File: src/rtl/zombie_spawner.sv
// Three-slot zombie scheduler: spawn delay, approach, reach or kill.
// Drives the level-end 'enemies' flag and per-cycle damage counts.
module zombie_spawner #(
    parameter int                DIST_W     = 10,
    parameter logic [DIST_W-1:0] SPAWN_DIST = 10'd600
) (
    input  logic              Clk,
    input  logic              Reset_h,
    input  logic              frame_tick,
    input  logic              new_level,
    input  logic              play_active,
    input  logic [DIST_W-1:0] z0_speed,
    input  logic [DIST_W-1:0] z1_speed,
    input  logic [DIST_W-1:0] z2_speed,
    input  logic [DIST_W-1:0] z0_delay,
    input  logic [DIST_W-1:0] z1_delay,
    input  logic [DIST_W-1:0] z2_delay,
    input  logic [2:0]        kill,
    output logic [2:0]        zombie_alive,
    output logic [DIST_W-1:0] z0_dist,
    output logic [DIST_W-1:0] z1_dist,
    output logic [DIST_W-1:0] z2_dist,
    output logic              enemies,
    output logic [1:0]        damage_cnt
);

    typedef enum logic [1:0] {
        S_IDLE,
        S_WAIT,
        S_ALIVE,
        S_DONE
    } state_t;

    state_t            r_state    [3];
    logic [DIST_W-1:0] r_cnt      [3];
    logic [DIST_W-1:0] r_dist     [3];
    logic [2:0]        r_alive;
    logic              r_enemies;
    logic [1:0]        r_dmg;

    state_t            w_state_nx [3];
    logic [DIST_W-1:0] w_cnt_nx   [3];
    logic [DIST_W-1:0] w_dist_nx  [3];
    logic [DIST_W-1:0] w_speed    [3];
    logic [DIST_W-1:0] w_delay    [3];
    logic [2:0]        w_reach;
    logic [2:0]        w_alive_nx;
    logic              w_enemies_nx;
    logic [1:0]        w_dmg_nx;

    assign w_speed[0] = z0_speed;
    assign w_speed[1] = z1_speed;
    assign w_speed[2] = z2_speed;
    assign w_delay[0] = z0_delay;
    assign w_delay[1] = z1_delay;
    assign w_delay[2] = z2_delay;

    always_comb begin
        w_enemies_nx = 1'b0;
        for (int i = 0; i < 3; i++) begin
            w_state_nx[i] = r_state[i];
            w_cnt_nx[i]   = r_cnt[i];
            w_dist_nx[i]  = r_dist[i];
            w_reach[i]    = 1'b0;
            if (new_level) begin
                w_state_nx[i] = S_WAIT;
                w_cnt_nx[i]   = '0;
                w_dist_nx[i]  = '0;
            end else if (!play_active) begin
                w_state_nx[i] = S_IDLE;
                w_cnt_nx[i]   = '0;
                w_dist_nx[i]  = '0;
            end else begin
                unique case (r_state[i])
                    S_WAIT: begin
                        if (frame_tick) begin
                            if (r_cnt[i] == w_delay[i]) begin
                                w_state_nx[i] = S_ALIVE;
                                w_dist_nx[i]  = SPAWN_DIST;
                            end else if (r_cnt[i] != '1) begin
                                w_cnt_nx[i] = r_cnt[i] + 1'b1;
                            end
                        end
                    end
                    S_ALIVE: begin
                        // a kill on the reaching tick denies the damage
                        if (kill[i]) begin
                            w_state_nx[i] = S_DONE;
                            w_dist_nx[i]  = '0;
                        end else if (frame_tick) begin
                            if (r_dist[i] <= w_speed[i]) begin
                                w_state_nx[i] = S_DONE;
                                w_dist_nx[i]  = '0;
                                w_reach[i]    = 1'b1;
                            end else begin
                                w_dist_nx[i] = r_dist[i] - w_speed[i];
                            end
                        end
                    end
                    default: ;
                endcase
            end
            w_alive_nx[i] = (w_state_nx[i] == S_ALIVE);
            w_enemies_nx  = w_enemies_nx
                          | (w_state_nx[i] == S_WAIT)
                          | (w_state_nx[i] == S_ALIVE);
        end
        w_dmg_nx = 2'(w_reach[0]) + 2'(w_reach[1])
                 + 2'(w_reach[2]);
    end

    always_ff @(posedge Clk) begin
        if (Reset_h) begin
            for (int i = 0; i < 3; i++) begin
                r_state[i] <= S_IDLE;
                r_cnt[i]   <= '0;
                r_dist[i]  <= '0;
            end
            r_alive   <= '0;
            r_enemies <= 1'b0;
            r_dmg     <= '0;
        end else begin
            for (int i = 0; i < 3; i++) begin
                r_state[i] <= w_state_nx[i];
                r_cnt[i]   <= w_cnt_nx[i];
                r_dist[i]  <= w_dist_nx[i];
            end
            r_alive   <= w_alive_nx;
            r_enemies <= w_enemies_nx;
            r_dmg     <= w_dmg_nx;
        end
    end

    assign zombie_alive = r_alive;
    assign z0_dist      = r_dist[0];
    assign z1_dist      = r_dist[1];
    assign z2_dist      = r_dist[2];
    assign enemies      = r_enemies;
    assign damage_cnt   = r_dmg;

endmodule

File: config.mk
export PLATFORM = sky130hd
export DESIGN_NAME = zombie_spawner
export DESIGN_NICKNAME = d
export VERILOG_FILES = /design/src/rtl/zombie_spawner.sv
export SDC_FILE = /design/constraint.sdc
export NUM_CORES = 1
export LEC_CHECK = 0
export BUFFER_PORTS_ARGS = -buffer_cell sky130_fd_sc_hd__buf_2
export CORE_MARGIN = 3
export CORE_UTILIZATION = 40
export DETAILED_ROUTE_END_ITERATION = 7
export PLACE_DENSITY = 0.7
export SLEW_MARGIN = 20
export SYNTH_ARGS = -nofsm -noshare
export SYNTH_HDL_FRONTEND = slang
export SYNTH_SLANG_ARGS = --single-unit
File: constraint.sdc
create_clock -name Clk -period 3.61 [get_ports Clk]
set_input_delay 0.722 -clock Clk [delete_from_list [all_inputs] [get_ports Clk]]
set_output_delay 0.722 -clock Clk [all_outputs]
set_load 0.005 [all_outputs]
==> metrics.txt, run 1 <==
post-layout utilization of the core 50.67%; number of stages on the worst setup path 12; maximum number of pins on one net before global-route repair 44; clock tree from TritonCTS done; maximum clock rate 300.6 MHz; top post-synthesis cells by count 85 x sky130_fd_sc_hd__nor2_1, 72 x sky130_fd_sc_hd__dfxtp_1, 58 x sky130_fd_sc_hd__inv_1; met2 usage 30.70%; count of vias placed by the detailed router 4590; share of layout cells above drive strength 1 18.81%; Fin Setup TNS 0 ns; count leader, synth sky130_fd_sc_hd__nor2_1; top-level port count 104; horizontal die dimension 116.5 um; global route total overflow 0; hold path endpoint r_dist[0][12]; M3 GR Usage 4.456%; Setup Fix Bufs, Post-CTS 0; crit path time final 3.326 ns; cell types with the largest area share after synthesis sky130_fd_sc_hd__dfxtp_1 30%, sky130_fd_sc_hd__ha_1 11%, sky130_fd_sc_hd__xor2_1 7.5%, sky130_fd_sc_hd__nor2_1 6.5%, sky130_fd_sc_hd__xnor2_1 6.1%; Worst Hold Path Cells 2; data arrival time of the critical path 3.54 ns; fin crit share 92.14%; status finished, final reports clean; post-synth design cell area 4880 um^2; effective utilization at floorplan 41.84%; CP Capture Type flop; number of buffers added by the clock tree synthesis step 9; Vert. Die Dim 116.5 um; all-layer global routing usage 18.03%; setup repair after global routing missed its margin no; floorplan die area 13560 um^2; gate count of the mapped netlist 606; Post-synth EDFFs 0; IR drop worst, VDD 0.1806 mV; number of distinct library cell variants in the gate-level netlist after synthesis 53; DRC violations left 0; synth warn 0; power density over the cells 320.9 nW/um^2; row count 39; routed length per instance 13.69 um; CP Data Required Time 3.83 ns; worst skew pair latency 0.34 ns; Root Buffer Master sky130_fd_sc_hd__clkbuf_16; met1 Usage GRT 22.31%; element type at the critical path start primary input; slowest stage delay, CP 0.47 ns; post-synthesis sequential area ratio 29.54%; clock skew after layout 0.008298 ns; area added between synthesis and finish 21.10%; share of Yosys cell area claimed by the top area cell type 29.54%; clock-pin slew on the worst setup and hold paths 0.05 ns; cell-by-cell trace of the critical path buf_2 -> ha_1 -> inv_1 -> fa_1 -> a21o_1 -> a21oi_1 -> o21ai_1 -> o311ai_0 -> a21oi_1 -> nor4b_2 -> fa_1 -> nor2b_1; number of detailed-route iterations in the first pass 4; WS Path Type in -> reg; class of the tightest hold or removal check reg -> reg; end of the worst register-to-register path damage_cnt[0]; flops & latches, synth 72; TritonCTS Sinks 72; vias in the first global route 4519; placed standard-cell area 5604 um^2; n_diodes 0; buffers and inverters on the worst path 2; critical path fanouts, max 4; final number of hold-violating endpoints 0; cell type group with the largest total delay on the critical path compound AO/OA/AOI/OAI gates; Maximum Capacitance Violations 0; detailed-route vias per instance 5.300; maximum buffer depth of the clock tree 2; sum of routed wire length over all layers 11.86 mm; cell taking the most area after synthesis sky130_fd_sc_hd__dfxtp_1; static leakage 0.002703 uW; Post-Syn Area per Cell 8.052 um^2; gpl congestion 0.8802; Slew HR 54.48%; slew at the pin with the worst max-slew slack 0.6828 ns; port buffer count 103; Finish-stage setup viols 0; core area 11660 um^2; First DRT Iteration DRCs 240; number of routed nets with antenna violations 0; FF-to-FF Start r_dist[0][0]; number of slew-limit violations in the final report 0; master of the slowest instance on the critical path sky130_fd_sc_hd__o311ai_0; hold path start r_dist[0][12]; primary flip-flop cell chosen by synthesis mapping sky130_fd_sc_hd__dfxtp_1; number of nets in the synthesized netlist 719; GRT busiest layer met2; first-pass GRT wire length 19.88 mm; Post-DP HPWL 9.270 mm; H-tree lvl count 3; Design Power 1896 uW; Worst Reg2Reg Path Length in Cells 12; minimum setup slack among reg-to-reg paths 0.37 ns; Design Area, Final 5909 um^2; net total in the final layout 831; fraction of synthesis flops using an asynchronous set or reset pin 0%; number of antenna violations at the first check in global routing 0; Hold Worst Slack 0.4854 ns
[final cells by class]
type,instances,area (um^2)
multi-input cells,464,3182
repair buffers,113,590.6
well taps,143,178.9
fillers,1116,5753
clock inverters,4,52.55
inverters,58,217.7
flip-flops and latches,72,1441
clock buffers,12,246.5
[registers in the layout, indices dropped and copies added, names as in the netlist]
name          cells
r_cnt            30
r_dist           30
r_state           6
zombie_alive      3
damage_cnt        2
enemies           1
[placed cells by master, fill, tap and decap left out, types with 10 or more instances in the layout]
cell / n
sky130_fd_sc_hd__buf_2: 103
sky130_fd_sc_hd__nor2_1: 85
sky130_fd_sc_hd__dfxtp_1: 72
sky130_fd_sc_hd__inv_1: 58
sky130_fd_sc_hd__xor2_1: 42
sky130_fd_sc_hd__ha_1: 41
sky130_fd_sc_hd__nand2_1: 38
sky130_fd_sc_hd__xnor2_1: 34
sky130_fd_sc_hd__a21oi_1: 25
sky130_fd_sc_hd__o21ai_0: 24
sky130_fd_sc_hd__nand4_1: 20
sky130_fd_sc_hd__nor2b_1: 15
sky130_fd_sc_hd__nand3_1: 13
sky130_fd_sc_hd__a22oi_1: 12
sky130_fd_sc_hd__buf_4: 10
[per-layer routing]
layer  part of all wire, %  up-vias
met5                     0        -
met4                   1.6        0
met3                   4.3       14
met2                    48       99
met1                    46     2144
li1                      -     2333
[cells by family after synthesis]
group | after synthesis | share of synthesized area (%)
AOI/OAI and AO/OA | 113 | 15.33
xor gates and xnor gates | 76 | 13.64
adders and majority gates | 45 | 12.15
buffers and inverters | 70 | 5.436
DFF | 72 | 29.54
muxes | 9 | 1.846
and+or+nand+nor | 221 | 22.05
[worst register-to-register path, delay by kind of cell (launching register included)]
family | cells | cell delay [ns]
AOI/OAI and AO/OA | 5 | 1.23
adders and majority gates | 3 | 0.98
and+or+nand+nor | 2 | 0.49
DFF | 1 | 0.32
buffers and inverters | 2 | 0.12
[worst max path at each step]
stage	start	end	slack (ns)
after floorplan	z0_speed[0]	damage_cnt[0]	0.21
after global placement	z0_speed[0]	damage_cnt[0]	0.03
after detailed placement	z0_speed[0]	damage_cnt[0]	-0.13
after CTS	z0_speed[0]	damage_cnt[0]	0.19
after global routing	z0_speed[0]	damage_cnt[0]	0.09
final	z0_speed[0]	damage_cnt[0]	0.28
[timing repair]
action	CTS	global route
gates resized for setup	0	1
hold buffers	0	0
setup endpoints to repair	0	1
[stage by stage]
stage               std cells  worst slack (ns)
global route              866           0.08919
detailed placement        850           -0.1330
CTS                       866            0.1941
floorplan                 606            0.2119
finish                    866            0.2839
global placement          850           0.03029
[report_power, final]
part | total [uW] | switching (uW) | internal [uW]
Sequential | 803 | 3.84 | 799
Combinational | 203 | 111 | 91.1
Clock | 891 | 335 | 556
Total | 1900 | 450 | 1450
(Power assumes the default switching activity.)
==> inputs of run 2 (changes only) <==
--- a/config.mk
+++ b/config.mk
@@ -5,11 +5,13 @@
 export SDC_FILE = /design/constraint.sdc
 export NUM_CORES = 1
 export LEC_CHECK = 0
+export ABC_AREA = 1
 export BUFFER_PORTS_ARGS = -buffer_cell sky130_fd_sc_hd__buf_2
 export CORE_MARGIN = 3
 export CORE_UTILIZATION = 40
 export DETAILED_ROUTE_END_ITERATION = 7
-export PLACE_DENSITY = 0.7
+export PLACE_DENSITY = 0.69
+export RECOVER_POWER = 25
 export SLEW_MARGIN = 20
 export SYNTH_ARGS = -nofsm -noshare
 export SYNTH_HDL_FRONTEND = slang
==> run 2 against run 1 <==
Net effect: synthesized cell count is 34% higher; largest power group unchanged; critical path type unchanged; final cell count rose by 26%; die area grew 9.6%; core utilization fell by 1.0 points; clock power is 9.4% higher.
==> metrics.txt, run 2 <==
element type at the critical path start primary input; H-tree lvl count 3; proportion of power drawn by combinational gates 12.2%; worst skew pair latency 0.34 ns; number of antenna violations at the first check in global routing 0; Root Buffer Master sky130_fd_sc_hd__clkbuf_16; class of the tightest hold or removal check reg -> reg; Hold Worst Slack 0.4789 ns; primary flip-flop cell chosen by synthesis mapping sky130_fd_sc_hd__dfxtp_1; commonest non-fill, non-tap cells in the layout 200 x sky130_fd_sc_hd__nand2_1, 112 x sky130_fd_sc_hd__inv_1, 91 x sky130_fd_sc_hd__buf_2, 76 x sky130_fd_sc_hd__a21oi_1, 72 x sky130_fd_sc_hd__dfxtp_1; data arrival time of the critical path 2.95 ns; post-synthesis sequential area ratio 26.81%; Design Area, Final 6395 um^2; CP Data Required Time 3.84 ns; Seq. cell area 1441 um^2; maximum clock rate 367.6 MHz; sequential fraction of design power 39.8%; PnR worst setup slack 0.8895 ns; gpl congestion 0.8479; sum of routed wire length over all layers 12.83 mm; placed cells 1080; Slew HR 59.31%; effective utilization at floorplan 41.75%; First DRT Iteration DRCs 206; Layout fillers 1352; horizontal die dimension 121.9 um; Vert. Die Dim 121.9 um; switching power summed over all nets 509.0 uW; CP Capture Type flop; Final Instance Count excl. Fillers 1095; Worst Setup Slack post-DPL 0.5338 ns; largest registers r_cnt: 30 flops, r_dist: 30 flops, r_state: 6 flops; cells resized by post-CTS repair 0; internal power 1522 uW; cell taking the most area after synthesis sky130_fd_sc_hd__dfxtp_1; Post-DP HPWL 9.964 mm; gate count of the mapped netlist 811; Fin Setup TNS 0 ns; CTS hold repair buffers 0; synth warn 0; all-layer global routing usage 18.09%; top-level port count 104; number of detailed-route iterations in the first pass 4; global route total overflow 0; maximum buffer depth of the clock tree 2; cell-by-cell trace of the critical path buf_2 -> ha_1 -> inv_1 -> fa_1 -> nand3_1 -> nand3_1 -> nand2_1 -> nand3_1 -> nand2_1 -> nand2_1 -> nand2_1 -> nand2_1 -> nand2_1 -> nand2_1 -> nand2_1 -> nand2_1 -> nand2_1 -> a21oi_1 -> ha_1 -> nand3_1 -> nor2_1 -> nor2_1; maximum number of pins on one net before global-route repair 34; n_diodes 0; vias in the first global route 4900; port buffer count 103; Finish-stage setup viols 0; leading cell type in the layout, fill and taps excluded sky130_fd_sc_hd__nand2_1; setup repair after global routing missed its margin no; fin crit share 75.36%; fraction of power consumed by the clock network 48.0%; row count 41; placed standard-cell area 6090 um^2; clock-pin slew on the worst setup and hold paths 0.06 ns; Setup Fix Bufs, Post-CTS 0; flops & latches, synth 72; area added between synthesis and finish 18.94%; share of layout cells above drive strength 1 17.12%; number of routed nets with antenna violations 0; Critical Path Most Common Cell sky130_fd_sc_hd__nand2_1; DRC violations left 0; Post-synth EDFFs 0; number of buffers added by the clock tree synthesis step 9; slowest stage delay, CP 0.40 ns; static leakage 0.002965 uW; top post-synthesis cells by count 200 x sky130_fd_sc_hd__nand2_1, 112 x sky130_fd_sc_hd__inv_1, 76 x sky130_fd_sc_hd__a21oi_1; count leader, synth sky130_fd_sc_hd__nand2_1; core area 12880 um^2; slew at the pin with the worst max-slew slack 0.6094 ns; WS Path Type in -> reg; critical path fanouts, max 3; floorplan die area 14870 um^2; share of Yosys cell area claimed by the top area cell type 26.81%; final number of hold-violating endpoints 0; cell types with the largest area share after synthesis sky130_fd_sc_hd__dfxtp_1 27%, sky130_fd_sc_hd__nand2_1 14%, sky130_fd_sc_hd__ha_1 9.5%, sky130_fd_sc_hd__inv_1 7.8%, sky130_fd_sc_hd__a21oi_1 7.1%; post-synth design cell area 5376 um^2; power density over the cells 317.6 nW/um^2; number of slew-limit violations in the final report 0; master of the slowest instance on the critical path sky130_fd_sc_hd__fa_1; Maximum Capacitance Violations 0; count of vias placed by the detailed router 5241; area of combinational cells with multiple inputs 3415 um^2; clock skew after layout 0.004869 ns; TritonCTS Sinks 72; net total in the final layout 1032; cell type group with the largest total delay on the critical path simple AND/OR/NAND/NOR gates; share of total power consumed by net switching 25.06%; number of distinct library cell variants in the gate-level netlist after synthesis 46; clock tree from TritonCTS done; crit path time final 2.721 ns; status finished, final reports clean; fraction of synthesis flops using an asynchronous set or reset pin 0%; routed length per instance 11.72 um; Post-Syn Area per Cell 6.629 um^2; number of nets in the synthesized netlist 924; detailed-route vias per instance 4.786; buffers and inverters on the worst path 2; IR drop worst, VDD 0.3022 mV; first-pass GRT wire length 21.86 mm
==> run 2: cell count changes after synthesis, moves of 9 or more <==
cell	delta
sky130_fd_sc_hd__nand2_1	+162
sky130_fd_sc_hd__inv_1	+54
sky130_fd_sc_hd__a21oi_1	+51
sky130_fd_sc_hd__nand3_1	+35
sky130_fd_sc_hd__xor2_1	-32
sky130_fd_sc_hd__inv_2	+16
sky130_fd_sc_hd__nor2b_1	-15
sky130_fd_sc_hd__nand4_1	-14
sky130_fd_sc_hd__nor2_1	-14
sky130_fd_sc_hd__a22oi_1	-12
sky130_fd_sc_hd__o21ai_0	+12
sky130_fd_sc_hd__xnor2_1	-12
sky130_fd_sc_hd__mux2i_1	-9
==> run 2: cell type report <==
class | count | share of cell area (%)
inverter | 130 | 7.748
clock buffer | 10 | 3.737
multi-input combinational | 602 | 53.39
timing repair buffer | 104 | 7.944
tap | 172 | 3.365
clock inverter | 5 | 1.272
sequential | 72 | 22.54
==> run 2: final timing paths <==
kind                 from           end  slack (ns)  cells past startpoint
max           z0_speed[0]       enemies        0.89                     22
min          r_dist[0][0]  r_dist[0][0]        0.48                      2
max reg2reg  r_dist[0][0]       enemies        1.00                     22
min reg2reg  r_dist[0][0]  r_dist[0][0]        0.48                      2
==> run 2: worst min-delay path, delay by kind of cell, from the launching register on <==
kind / cells / cell delay [ns]
flip-flops: 1 / 0.32
AO/OA/AOI/OAI: 1 / 0.05
AND/OR/NAND/NOR: 1 / 0.06
==> run 2: power by group through the flow <==
stage | clock network, uW | logic, uW | registers (uW)
floorplan | 0 | 167 | 824
global placement | 0 | 246 | 826
detailed placement | 0 | 247 | 826
CTS | 1000 | 249 | 808
global route | 1030 | 286 | 809
finish | 975 | 247 | 808
==> run 2: metal layers <==
| layer | share of wire [%] | up-vias | track usage (%) |
|---|---|---|---|
| li1 | - | 2852 | - |
| met2 | 45 | 100 | 29.80 |
| met5 | 0 | - | 0 |
| met1 | 49 | 2272 | 23.64 |
| met4 | 1.7 | 0 | 6.232 |
| met3 | 4.2 | 17 | 3.668 |
==> run 2: metrics by stage <==
step,total power (uW),utilization (%)
2_1_floorplan,991.3,-
3_3_place_gp,1072,47.29
3_5_place_dp,1072,47.29
4_1_cts,2060,49.78
5_1_grt,2122,49.66
6_report,2031,49.66
==> run 2: cells by family after synthesis <==
| logic type | count (synthesis) | synth area share, % |
|---|---|---|
| flip-flops | 72 | 26.81 |
| AND/OR/NAND/NOR | 389 | 33.35 |
| buffers and inverters | 137 | 9.728 |
| adder cells (fa/ha/maj) | 45 | 11.03 |
| AO/OA/AOI/OAI | 136 | 13.87 |
| XOR/XNOR | 32 | 5.213 |
